==> config.mk <==
export PLATFORM = sky130hd
export DESIGN_NAME = decrementer
export DESIGN_NICKNAME = d
export VERILOG_FILES = /design/src/rtl/decrementer.sv
export SDC_FILE = /design/constraint.sdc
export NUM_CORES = 1
export LEC_CHECK = 0
export BUFFER_PORTS_ARGS = -buffer_cell sky130_fd_sc_hd__buf_2
export CAP_MARGIN = 20
export CORE_AREA = 2 2 39 41
export CTS_CLUSTER_SIZE = 24
export DETAILED_ROUTE_END_ITERATION = 8
export DIE_AREA = 0 0 41 43
export PLACE_DENSITY = 0.41
export SYNTH_ARGS = -nofsm -noshare
export SYNTH_HDL_FRONTEND = slang
export SYNTH_SLANG_ARGS = --single-unit
==> constraint.sdc <==
create_clock -name clk -period 1.5 [get_ports clk]
set_input_delay 0.075 -clock clk [delete_from_list [all_inputs] [get_ports clk]]
set_output_delay 0.075 -clock clk [all_outputs]
set_load 0.01 [all_outputs]
==> src/rtl/decrementer.sv <==
// Loadable down-counter with a zero flag and a one-cycle underflow pulse.
// Define DECREMENTER_WRAP_EN to wrap to all-ones at zero; by default the count saturates at 0.
module decrementer #(
  parameter int WIDTH = 4
) (
  input  logic             clk,
  input  logic             reset,
  input  logic [WIDTH-1:0] initial_value,
  input  logic             load,
  input  logic             decrement,
  output logic [WIDTH-1:0] count,
  output logic             zero,
  output logic             underflow
);

  logic [WIDTH-1:0] count_q, count_d;
  logic             underflow_q, underflow_d;

  // Load beats decrement; initial_value is only looked at when loading.
  always_comb begin
    count_d     = count_q;
    underflow_d = 1'b0;
    if (load) begin
      count_d = initial_value;
    end else if (decrement) begin
      if (count_q == '0) begin
        underflow_d = 1'b1;
`ifdef DECREMENTER_WRAP_EN
        count_d     = '1;
`else
        count_d     = '0;
`endif
      end else begin
        count_d = count_q - 1'b1;
      end
    end
  end

  always_ff @(posedge clk) begin
    if (reset) begin
      count_q     <= '0;
      underflow_q <= 1'b0;
    end else begin
      count_q     <= count_d;
      underflow_q <= underflow_d;
    end
  end

  assign count     = count_q;
  assign zero      = (count_q == '0);
  assign underflow = underflow_q;

endmodule

; ---- Word-level counts from Yosys, hierarchy flattened
; Cells that the tools add are included.
[word_totals]
input_bits = 8
regBits = 5
wordCells = 11
output_inout_bits = 6
[op_classes]
addsub = 1
reduce_logical = 3
n_mux = 4
bitwise = 1
[op_table]
columns = cell, n
row1 = $mux 4, 3
row2 = $logic_not 4->1, 1
row3 = $sub 4x1->4 const B, 1
row4 = $reduce_or 3->1, 1
row5 = $reduce_bool 2->1, 1
row6 = $mux 1, 1
row7 = $not 1->1, 1

; ---- Longest topological paths before layout
; Gate-level depths: netlist (run 1).
[depth]
word_depth = 4
ltp_mapped = 4
ltp_nobuf = 3

; ---- Worst setup path after synthesis (run 1)
; Ideal clock, no wire load.
[synth_timing]
path_kind = register to register
start = register count_q[0], in the netlist count[0]
end = register count_q[0], in the netlist count[0]
setup_slack_ns = 0.231
path_buffers = 0
t_arrival_ns = 1.149
period_less_slack_ns = 1.269
t_required_ns = 1.380
stages_incl_launch_ff = 4
setup_ns = 0.120
path_cell_list = dfxtp_1 -> nor4_2 -> nor2_1 -> o31a_1
[synth_between]
elab_chain_cells = 4
elab_cells_between_ends = 5
cone_classes = add/sub: 1 / mux: 3 / reduce/logical: 1
[synth_rtl]
columns = element, line
row1 = from (decl), 16  ; logic [WIDTH-1:0] count_q, count_d;
row2 = from (signal assigned), 44  ; count_q <= count_d;
row3 = $logic_not 4->1, --
row4 = net zero, 12  ; output logic zero,
row5 = $mux 4, 26  ; if (count_q == '0) begin
row6 = $mux 4, 25  ; end else if (decrement) begin
row7 = $mux 4, 23  ; if (load) begin
; The timed path passes the listed nets, and every way through them passes these cells. The select of a mux whose other input is x is not followed.
; A chain may end at the register's enable or synchronous reset.

; ---- Worst setup path in the final report (run 1)
[layout_timing]
start = register count_q[1], in the netlist count[1]
end = register count_q[2], in the netlist count[2]
[layout_between]
elab_chain_cells = 4
elab_cells_between_ends = 5
cone_classes = add/sub: 1 / mux: 3 / reduce/logical: 1
[layout_rtl]
columns = element, line
row1 = $sub 4x1->4 or $logic_not 4->1 (tied branches), "34, 26"
row2 = $mux 4 (*), 26
row3 = $mux 4 (*), 25
row4 = $mux 4 (*), 23
; Every way passes the cells marked *; elsewhere a longest branch is shown, timed or not. The select of a mux whose other input is x is not followed.

==> qor.csv, run 1 <==
metric,value,unit
status,finished clean,
via count normalized by instance count,4.344,
number of antenna violations at the first check in global routing,0,
Layout area overhead,43.22,%
top cell types by occurrence after synthesis,"5 x dfxtp_1, 3 x a21oi_1, 3 x nor2_1",
"Primary FF master, synth",dfxtp_1,
Max Clock Skew,0.005313,ns
I/O Pins,14,
Overall Global Routing Usage,0.09209,
relative contribution of combinational cells to total power,0.165,
horizontal die dimension,41,um
cell chosen for the clock root,clkbuf_4,
first-pass GRT wire length,1.035,mm
setup repair after global routing missed its margin,no,
total vias in the final route,265,
part of the power in the clock network,0.428,
Pwr Density,1055,nW/um^2
met1 capacity usage during global routing,0.08280,
global placer's final weighted congestion,0.7126,
number of antenna-violating nets in the routed design,0,
num rows,14,
per-instance average area after synthesis,8.586,sq um
ranking of synthesized cells by area,"dfxtp_1 40%, a221oi_1 7.0%, a21oi_1 6.0%",
Worst-path clk slew,0.05,ns
number of global-route vias before repair,264,
most congested layer reported by global routing,met2,
Clock Sink Count,5,
fraction of synthesis flops using an asynchronous set or reset pin,0,
part of the power in registers,0.407,
total setup violations reported at the end of the flow,0,
Static Leakage,0.1701,nW
required time of the worst setup path,1.62,ns
worst ir drop on vdd,343.0,uV
number of standard cells after synthesis,29,
Int Power,0.2747,mW
worst hold path type,input port to flop,
upper clock frequency limit,0.8129,GHz
startpoint class of the critical path,flop,
share of the core filled with cells in the final layout,0.2577,
most frequent cell after synthesis,dfxtp_1,
Switching Power,0.1014,mW
Setup Total Neg Slack,0,ns
clock tree from TritonCTS,built,
count of unique library cells instantiated by Yosys,18,
combined area of the multi-input logic cells,137.6,sq um
Buffers on Ports,13,
number of enable-type register cells in the synthesized netlist,0,
area share of the largest cell type after synthesis,0.4020,
kind of capture point of the worst setup path,flop,
worst-case clock buffer depth,2,
Global Route met3 Usage,0.09424,
number of inserted filler cells in the final layout,159,
sequential-to-total area share from yosys stat,0.4020,
number of levels in the clock H-tree,1,
largest net degree at the start of global routing,10,
total wire length,624,um
fin crit share,0.8201,
peak fanout along the critical path,6,
count of endpoints failing hold in the final timing report,0,
Antenna Cells,0,
met2 Track Usage GR,0.1406,
normalized max-slew margin,0.8075,
Post-Syn Nets,37,
router iterations before antenna repair,1,
clock latency on the worst-skew pair,0.25,ns
HPWL reported at the end of detailed placement,477.6,um
endpoint arrival time on the critical path,1.35,ns
Starting Density,0.1799,
y dimension of the die,43,um
min Tclk post-route,1.230,ns
nets,54,
leading area contributor after synthesis,dfxtp_1,
hold buffer count at CTS,0,
Switching Fraction,0.2697,
Seq cells post-synth,5,
die area,1763,sq um
Core Area,1384,sq um
initial DRC count,0,
cell area after technology mapping,249.0,sq um
Max Transition Viols Final,0,
cts bufs inserted,3,
wire length per cell,10.23,um
sum of overflow across all layers after global routing,0,
critical path type,flop to flop,
proportion of layout cells with a drive suffix above 1,0.4222,
Worst Tran Pin Value,0.2863,ns
total setup buffers inserted after CTS,0,
FF+latch area,100.1,sq um
detailed-route DRC error count,0,
total number of yosys warnings,0,
CTS-repair resized insts,0,
reported max-cap violation count,0,
[stage by stage]
stage               total power [mW]  hold WS, ns  area [sq um]  setup slack [ns]  cells
global placement              0.2191       0.3170         330.3            0.2840     57
finish                        0.3761      0.05930         356.6            0.2699     61
CTS                           0.3878      0.05154         356.6            0.2571     61
detailed placement            0.2189       0.3320         330.3            0.2663     57
global route                  0.4045      0.05244         356.6            0.1619     61
floorplan                     0.1900       0.1441         249.0            0.2308     29
[layout by cell type (no fill, tap or decap)]
cell,instances
nor3_1,1
o31a_1,1
nand2_1,1
or3b_1,1
nor4_2,1
nor4b_1,1
nand2b_1,1
nor2b_1,2
clkbuf_1,1
and3_2,1
a21oi_1,3
buf_2,13
o21ai_0,1
and2b_2,1
dfxtp_1,5
inv_1,2
nor2_1,3
a221oi_1,2
or3_1,1
clkbuf_4,3
[layer usage]
metal / wire length, um / part of all wire
met3: 54 / 0.087
met2: 309 / 0.50
met4: 0 / 0
met1: 260 / 0.42
met5: 0 / 0
[final timing paths]
check / from / to / slack [ns] / depth (start not counted)
worst max-delay path: count[1] / count[2] / 0.27 / 3
worst min register to register: count[1] / count[1] / 0.64 / 2
worst min-delay path: reset / count[3] / 0.06 / 2
worst max register to register: count[1] / count[2] / 0.27 / 3
[flip-flops by register name (all words and copies together), names as in the netlist]
register / flops
count: 4
underflow: 1
[power groups by stage]
stage | combinational, mW | clock, mW | sequential, mW
after floorplan | 0.0320 | 0 | 0.158
after global placement | 0.0634 | 0 | 0.156
after detailed placement | 0.0633 | 0 | 0.156
after CTS | 0.0632 | 0.171 | 0.153
after global routing | 0.0697 | 0.180 | 0.155
final | 0.0619 | 0.161 | 0.153
[cell families (layout without fill, tap and decap cells)]
kind of cell	count (synthesis)	in the layout	synth area share
buf+inv	3	19	0.04522
simple gates	14	14	0.3668
flops	5	5	0.4020
compound gates	7	7	0.1859
[final cells by class]
type | instances | share of cell area
multi-input cells | 21 | 0.3860
flip-flops and latches | 5 | 0.2807
repair buffers | 13 | 0.1825
clock buffers | 4 | 0.07368
well taps | 16 | 0.05614
inverters | 2 | 0.02105
[critical path, stage by stage (launching register included)]
cell and delay, ns:
dfxtp_1 0.35, or3b_1 0.39, a221oi_1 0.29, nor3_1 0.08
Power figures use the tool's default switching activity.
==> run 2: changes to the inputs <==
- ABC_AREA: not set -> 1
- PLACE_DENSITY: 0.41 -> 0.42
- clock period: 1.5 -> 1.3 ns (I/O delays scaled with it)
==> qor.csv, run 2 <==
metric,value,unit,change
hold buffer count at CTS,0,,unchanged
worst setup slack before clock tree synthesis,0.3809,ns,+0.1145 ns
normalized max-slew margin,0.8162,,+0.008705
kind of capture point of the worst setup path,output port,,
number of global-route vias before repair,279,,+5.7%
leading area contributor after synthesis,dfxtp_1,,
router iterations before antenna repair,4,,+3
fin crit share,0.8501,,
Max Transition Viols Final,0,,unchanged
Post-Syn Nets,45,,+22%
Worst Tran Pin Value,0.2746,ns,-0.01169 ns
Switching Fraction,0.2879,,+0.01822
minimum hold slack,0.06363,ns,+0.004325 ns
Worst-path clk slew,0.05,ns,about the same
Pwr Total,0.4466,mW,+19%
worst-case clock buffer depth,2,,unchanged
number of levels in the clock H-tree,1,,unchanged
y dimension of the die,43,um,unchanged
Seq cells post-synth,5,,unchanged
Starting Density,0.1826,,+0.002712
first-pass GRT wire length,1.110,mm,+7.2%
part of the power in the clock network,0.407,,-0.021
part of the power in registers,0.397,,-0.010
relative contribution of combinational cells to total power,0.195,,+0.030
mux contribution to synthesized area,0,,unchanged
Clock Sink Count,5,,unchanged
Static Leakage,0.1802,nW,+6.0%
Int Power,0.3180,mW,+16%
endpoint arrival time on the critical path,1.04,ns,-0.31 ns
sequential-to-total area share from yosys stat,0.3960,,-0.005970
CTS-repair resized insts,0,,unchanged
cts bufs inserted,3,,unchanged
number of standard cells after synthesis,37,,+28%
horizontal die dimension,41,um,unchanged
wire length per cell,9.357,um,-8.5%
xor and xnor area share after synthesis,0,,unchanged
initial DRC count,3,,+3
combinational family with the most area after synthesis,simple AND/OR/NAND/NOR gates,,
critical path type,flop to output port,,
per-instance average area after synthesis,6.831,sq um,-20%
upper clock frequency limit,0.9049,GHz,
Setup Total Neg Slack,0,ns,unchanged
total setup buffers inserted after CTS,0,,unchanged
flip-flop count of the largest register after layout,4,,unchanged
"commonest non-fill, non-tap cell in the layout",buf_2,,
Switching Power,0.1286,mW,+27%
number of enable-type register cells in the synthesized netlist,0,,unchanged
total setup violations reported at the end of the flow,0,,unchanged
sum of overflow across all layers after global routing,0,,unchanged
Max Clock Skew,0.004402,ns,-0.0009112 ns
Overall Global Routing Usage,0.09639,,+0.004293
largest net degree at the start of global routing,7,,-3
total vias in the final route,298,,+12%
Synth Area in Simple Gates,0.3119,,-0.05495
num rows,14,,unchanged
count of endpoints failing hold in the final timing report,0,,unchanged
clock tree from TritonCTS,built,,
number of antenna-violating nets in the routed design,0,,unchanged
startpoint class of the critical path,flop,,
Buffers on Ports,13,,unchanged
"Primary FF master, synth",dfxtp_1,,
nets,63,,+17%
reported max-cap violation count,0,,unchanged
"leading cell types in the layout, fill and taps excluded","13 x buf_2, 10 x nand2_1, 5 x a21oi_1, 5 x dfxtp_1",,
most frequent cell after synthesis,nand2_1,,
clock latency on the worst-skew pair,0.24,ns,about the same
peak fanout along the critical path,6,,unchanged
min Tclk post-route,1.105,ns,
total number of yosys warnings,0,,unchanged
top cell types by occurrence after synthesis,"10 x nand2_1, 5 x a21oi_1, 5 x dfxtp_1",,
cell chosen for the clock root,clkbuf_4,,
Layout area overhead,44.06,%,
global placer's final weighted congestion,0.8127,,+14%
total wire length,655,um,+5.0%
fraction of the mapped netlist area in compound gates,0.2327,,+0.04674
number of antenna violations at the first check in global routing,0,,unchanged
post-layout worst setup margin,0.1949,ns,-0.07502 ns
area share of the largest cell type after synthesis,0.3960,,-0.005970
Antenna Cells,0,,unchanged
fraction of synthesis flops using an asynchronous set or reset pin,0,,unchanged
synthesized-area fraction occupied by adder cells,0,,unchanged
cell area after technology mapping,252.7,sq um,+1.5%
worst hold path type,input port to flop,,
status,finished clean,,
die area,1763,sq um,unchanged
Pwr Density,1227,nW/um^2,+16%
count of unique library cells instantiated by Yosys,12,,-6
setup repair after global routing missed its margin,no,,
I/O Pins,14,,unchanged
detailed-route DRC error count,0,,unchanged
Core Area,1384,sq um,unchanged
via count normalized by instance count,4.257,,-2.0%
required time of the worst setup path,1.24,ns,-0.38 ns
worst ir drop on vdd,417.7,uV,+22%
ranking of synthesized cells by area,"dfxtp_1 40%, nand2_1 15%, a21oi_1 9.9%",,
proportion of layout cells with a drive suffix above 1,0.3333,,-0.08889
## run 2: cells by family (layout without fill, tap and decap cells)
logic type,after synthesis,after routing
AND/OR/NAND/NOR,18,18
AO/OA/AOI/OAI,10,10
flip-flops,5,5
buffers and inverters,4,21
## run 2: power by group through the flow
stage	registers (mW)	clock network [mW]	logic [mW]
CTS	0.177	0.185	0.0881
global route	0.180	0.200	0.0991
detailed placement	0.180	0	0.0875
finish	0.177	0.182	0.0873
floorplan	0.183	0	0.0470
global placement	0.181	0	0.0896
## run 2: worst paths after layout
check	startpoint	endpoint	slack (ns)	cells past startpoint
max	count[0]	zero	0.19	4
min reg2reg	count[3]	count[3]	0.53	2
min	reset	count[1]	0.06	2
max reg2reg	count[0]	count[0]	0.35	4
## run 2: area by class of cell
cell class / instances / area (sq um)
timing repair buffer: 13 / 65.06
clock buffer: 4 / 26.28
inverter: 4 / 15.01
multi-input combinational: 28 / 137.6
tap: 16 / 20.02
fill: 164 / 1020
sequential: 5 / 100.1
## run 2: stage by stage
stage          cell area (sq um)  instances    util
2_1_floorplan              252.7         37       -
3_3_place_gp               337.8         66  0.2441
3_5_place_dp               337.8         66  0.2441
4_1_cts                    364.1         70  0.2631
5_1_grt                    364.1         70  0.2631
6_report                   364.1         70  0.2631
## run 2: worst max-delay path, stage by stage (launching register included)
cell and delay (ns):
dfxtp_1 0.37, nor2_4 0.18, nand2_1 0.08, inv_1 0.05
buf_2 0.12
## run 2: per-layer routing
layer | up-vias | GRT usage | wire (um)
li1 | 158 | - | -
met4 | 0 | 0.06000 | 0
met5 | - | 0 | 0
met2 | 10 | 0.1125 | 306
met3 | 0 | 0.05236 | 63
met1 | 130 | 0.1318 | 285
==> run 3: changes to the inputs <==
- PLACE_DENSITY: 0.42 -> not set
==> qor.csv, run 3 (same netlist as run 2, synthesis figures left out) <==
metric,value,unit,change
worst setup slack before clock tree synthesis,0.4000,ns,+0.01918 ns
clock latency on the worst-skew pair,0.24,ns,about the same
hold buffer count at CTS,0,,unchanged
Static Leakage,0.1802,nW,unchanged
I/O Pins,14,,unchanged
relative contribution of combinational cells to total power,0.196,,about the same
post-layout worst setup margin,0.1968,ns,+0.001896 ns
minimum hold slack,0.05597,ns,-0.007664 ns
Clock Sink Count,5,,unchanged
sum of overflow across all layers after global routing,0,,unchanged
Layout area overhead,44.06,%,unchanged
FF+latch area,100.1,sq um,unchanged
number of levels in the clock H-tree,1,,unchanged
number of inserted filler cells in the final layout,151,,-7.9%
HPWL reported at the end of detailed placement,506.7,um,
upper clock frequency limit,0.9064,GHz,+0.17%
fin crit share,0.8486,,-0.001458
die area,1763,sq um,unchanged
initial DRC count,9,,+6
total wire length,653,um,-0.31%
Setup Total Neg Slack,0,ns,unchanged
Int Power,0.3182,mW,about the same
Core Area,1384,sq um,unchanged
Max Transition Viols Final,0,,unchanged
share of the core filled with cells in the final layout,0.2631,,unchanged
cell chosen for the clock root,clkbuf_4,,
total setup buffers inserted after CTS,0,,unchanged
count of endpoints failing hold in the final timing report,0,,unchanged
kind of capture point of the worst setup path,output port,,
status,finished clean,,
horizontal die dimension,41,um,unchanged
part of the power in the clock network,0.410,,+0.003
worst ir drop on vdd,402.6,uV,-3.6%
Antenna Cells,0,,unchanged
y dimension of the die,43,um,unchanged
required time of the worst setup path,1.24,ns,about the same
Worst Tran Pin Value,0.3035,ns,+0.02888 ns
flip-flop count of the largest register after layout,4,,unchanged
min Tclk post-route,1.103,ns,-0.001896 ns
nets,63,,unchanged
part of the power in registers,0.393,,-0.004
CTS-repair resized insts,0,,unchanged
combined area of the multi-input logic cells,137.6,sq um,unchanged
num rows,14,,unchanged
proportion of layout cells with a drive suffix above 1,0.3333,,unchanged
"leading cell types in the layout, fill and taps excluded","13 x buf_2, 10 x nand2_1, 5 x a21oi_1, 5 x dfxtp_1",,
router iterations before antenna repair,4,,unchanged
peak fanout along the critical path,6,,unchanged
Starting Density,0.1826,,unchanged
total setup violations reported at the end of the flow,0,,unchanged
Overall Global Routing Usage,0.09045,,-0.005933
Worst-path clk slew,0.05,ns,about the same
number of antenna violations at the first check in global routing,0,,unchanged
worst-case clock buffer depth,2,,unchanged
endpoint arrival time on the critical path,1.04,ns,about the same
critical path type,flop to output port,,
detailed-route DRC error count,0,,unchanged
Max Clock Skew,0.002225,ns,-0.002177 ns
setup repair after global routing missed its margin,no,,
global placer's final weighted congestion,0.8176,,+0.60%
number of antenna-violating nets in the routed design,0,,unchanged
wire length per cell,9.329,um,-0.31%
cts bufs inserted,3,,unchanged
first-pass GRT wire length,979,um,-12%
"commonest non-fill, non-tap cell in the layout",buf_2,,
total vias in the final route,298,,unchanged
reported max-cap violation count,0,,unchanged
Pwr Density,1236,nW/um^2,+0.73%
worst reg-to-reg setup slack,0.39,ns,+0.04 ns
number of global-route vias before repair,243,,-13%
via count normalized by instance count,4.257,,unchanged
worst hold path type,input port to flop,,
Switching Fraction,0.2926,,+0.004662
Switching Power,0.1316,mW,+2.4%
startpoint class of the critical path,flop,,
largest net degree at the start of global routing,7,,unchanged
Buffers on Ports,13,,unchanged
normalized max-slew margin,0.7969,,-0.01932
clock tree from TritonCTS,built,,
==> run 3: cell counts in the layout (fill, tap and decap cells not counted) <==
No cell type changed its count.
==> run 3: through the flow <==
| step | power, mW | area [sq um] | cells |
|---|---|---|---|
| floorplan | 0.2304 | 252.7 | 37 |
| global placement | 0.2675 | 337.8 | 66 |
| detailed placement | 0.2688 | 337.8 | 66 |
| CTS | 0.4624 | 364.1 | 70 |
| global route | 0.4810 | 364.1 | 70 |
| finish | 0.4499 | 364.1 | 70 |
==> run 3: worst max-delay path, cell delays in order (launching register included) <==
cell and delay [ns]:
dfxtp_1 0.36, nor2_4 0.18, nand2_1 0.09, inv_1 0.05, buf_2 0.12
==> run 3: layout make-up <==
type,instances,area share
Sequential cell,5,0.2749
Tap cell,16,0.05498
Clock buffer,4,0.07216
Multi-Input combinational cell,28,0.3780
Inverter,4,0.04124
Timing Repair Buffer,13,0.1787
==> run 3: final timing paths <==
kind	startpoint	end	depth (start not counted)
max	count[0]	zero	4
min	reset	count[1]	2
max reg2reg	count[0]	count[1]	5
min reg2reg	count[3]	count[3]	2
==> run 3: power by group through the flow <==
stage	Sequential (mW)	Clock [mW]	Combinational [mW]
2_1_floorplan	0.183	0	0.0470
3_3_place_gp	0.179	0	0.0881
3_5_place_dp	0.180	0	0.0890
4_1_cts	0.177	0.196	0.0893
5_1_grt	0.178	0.203	0.0997
6_report	0.177	0.185	0.0884
==> run 3: per-layer routing <==
metal	global-route usage	share of wire	vias up
li1	-	-	159
met1	0.1097	0.47	131
met2	0.1094	0.46	8
met3	0.04712	0.066	0
met4	0.08000	0	0
met5	0	0	-
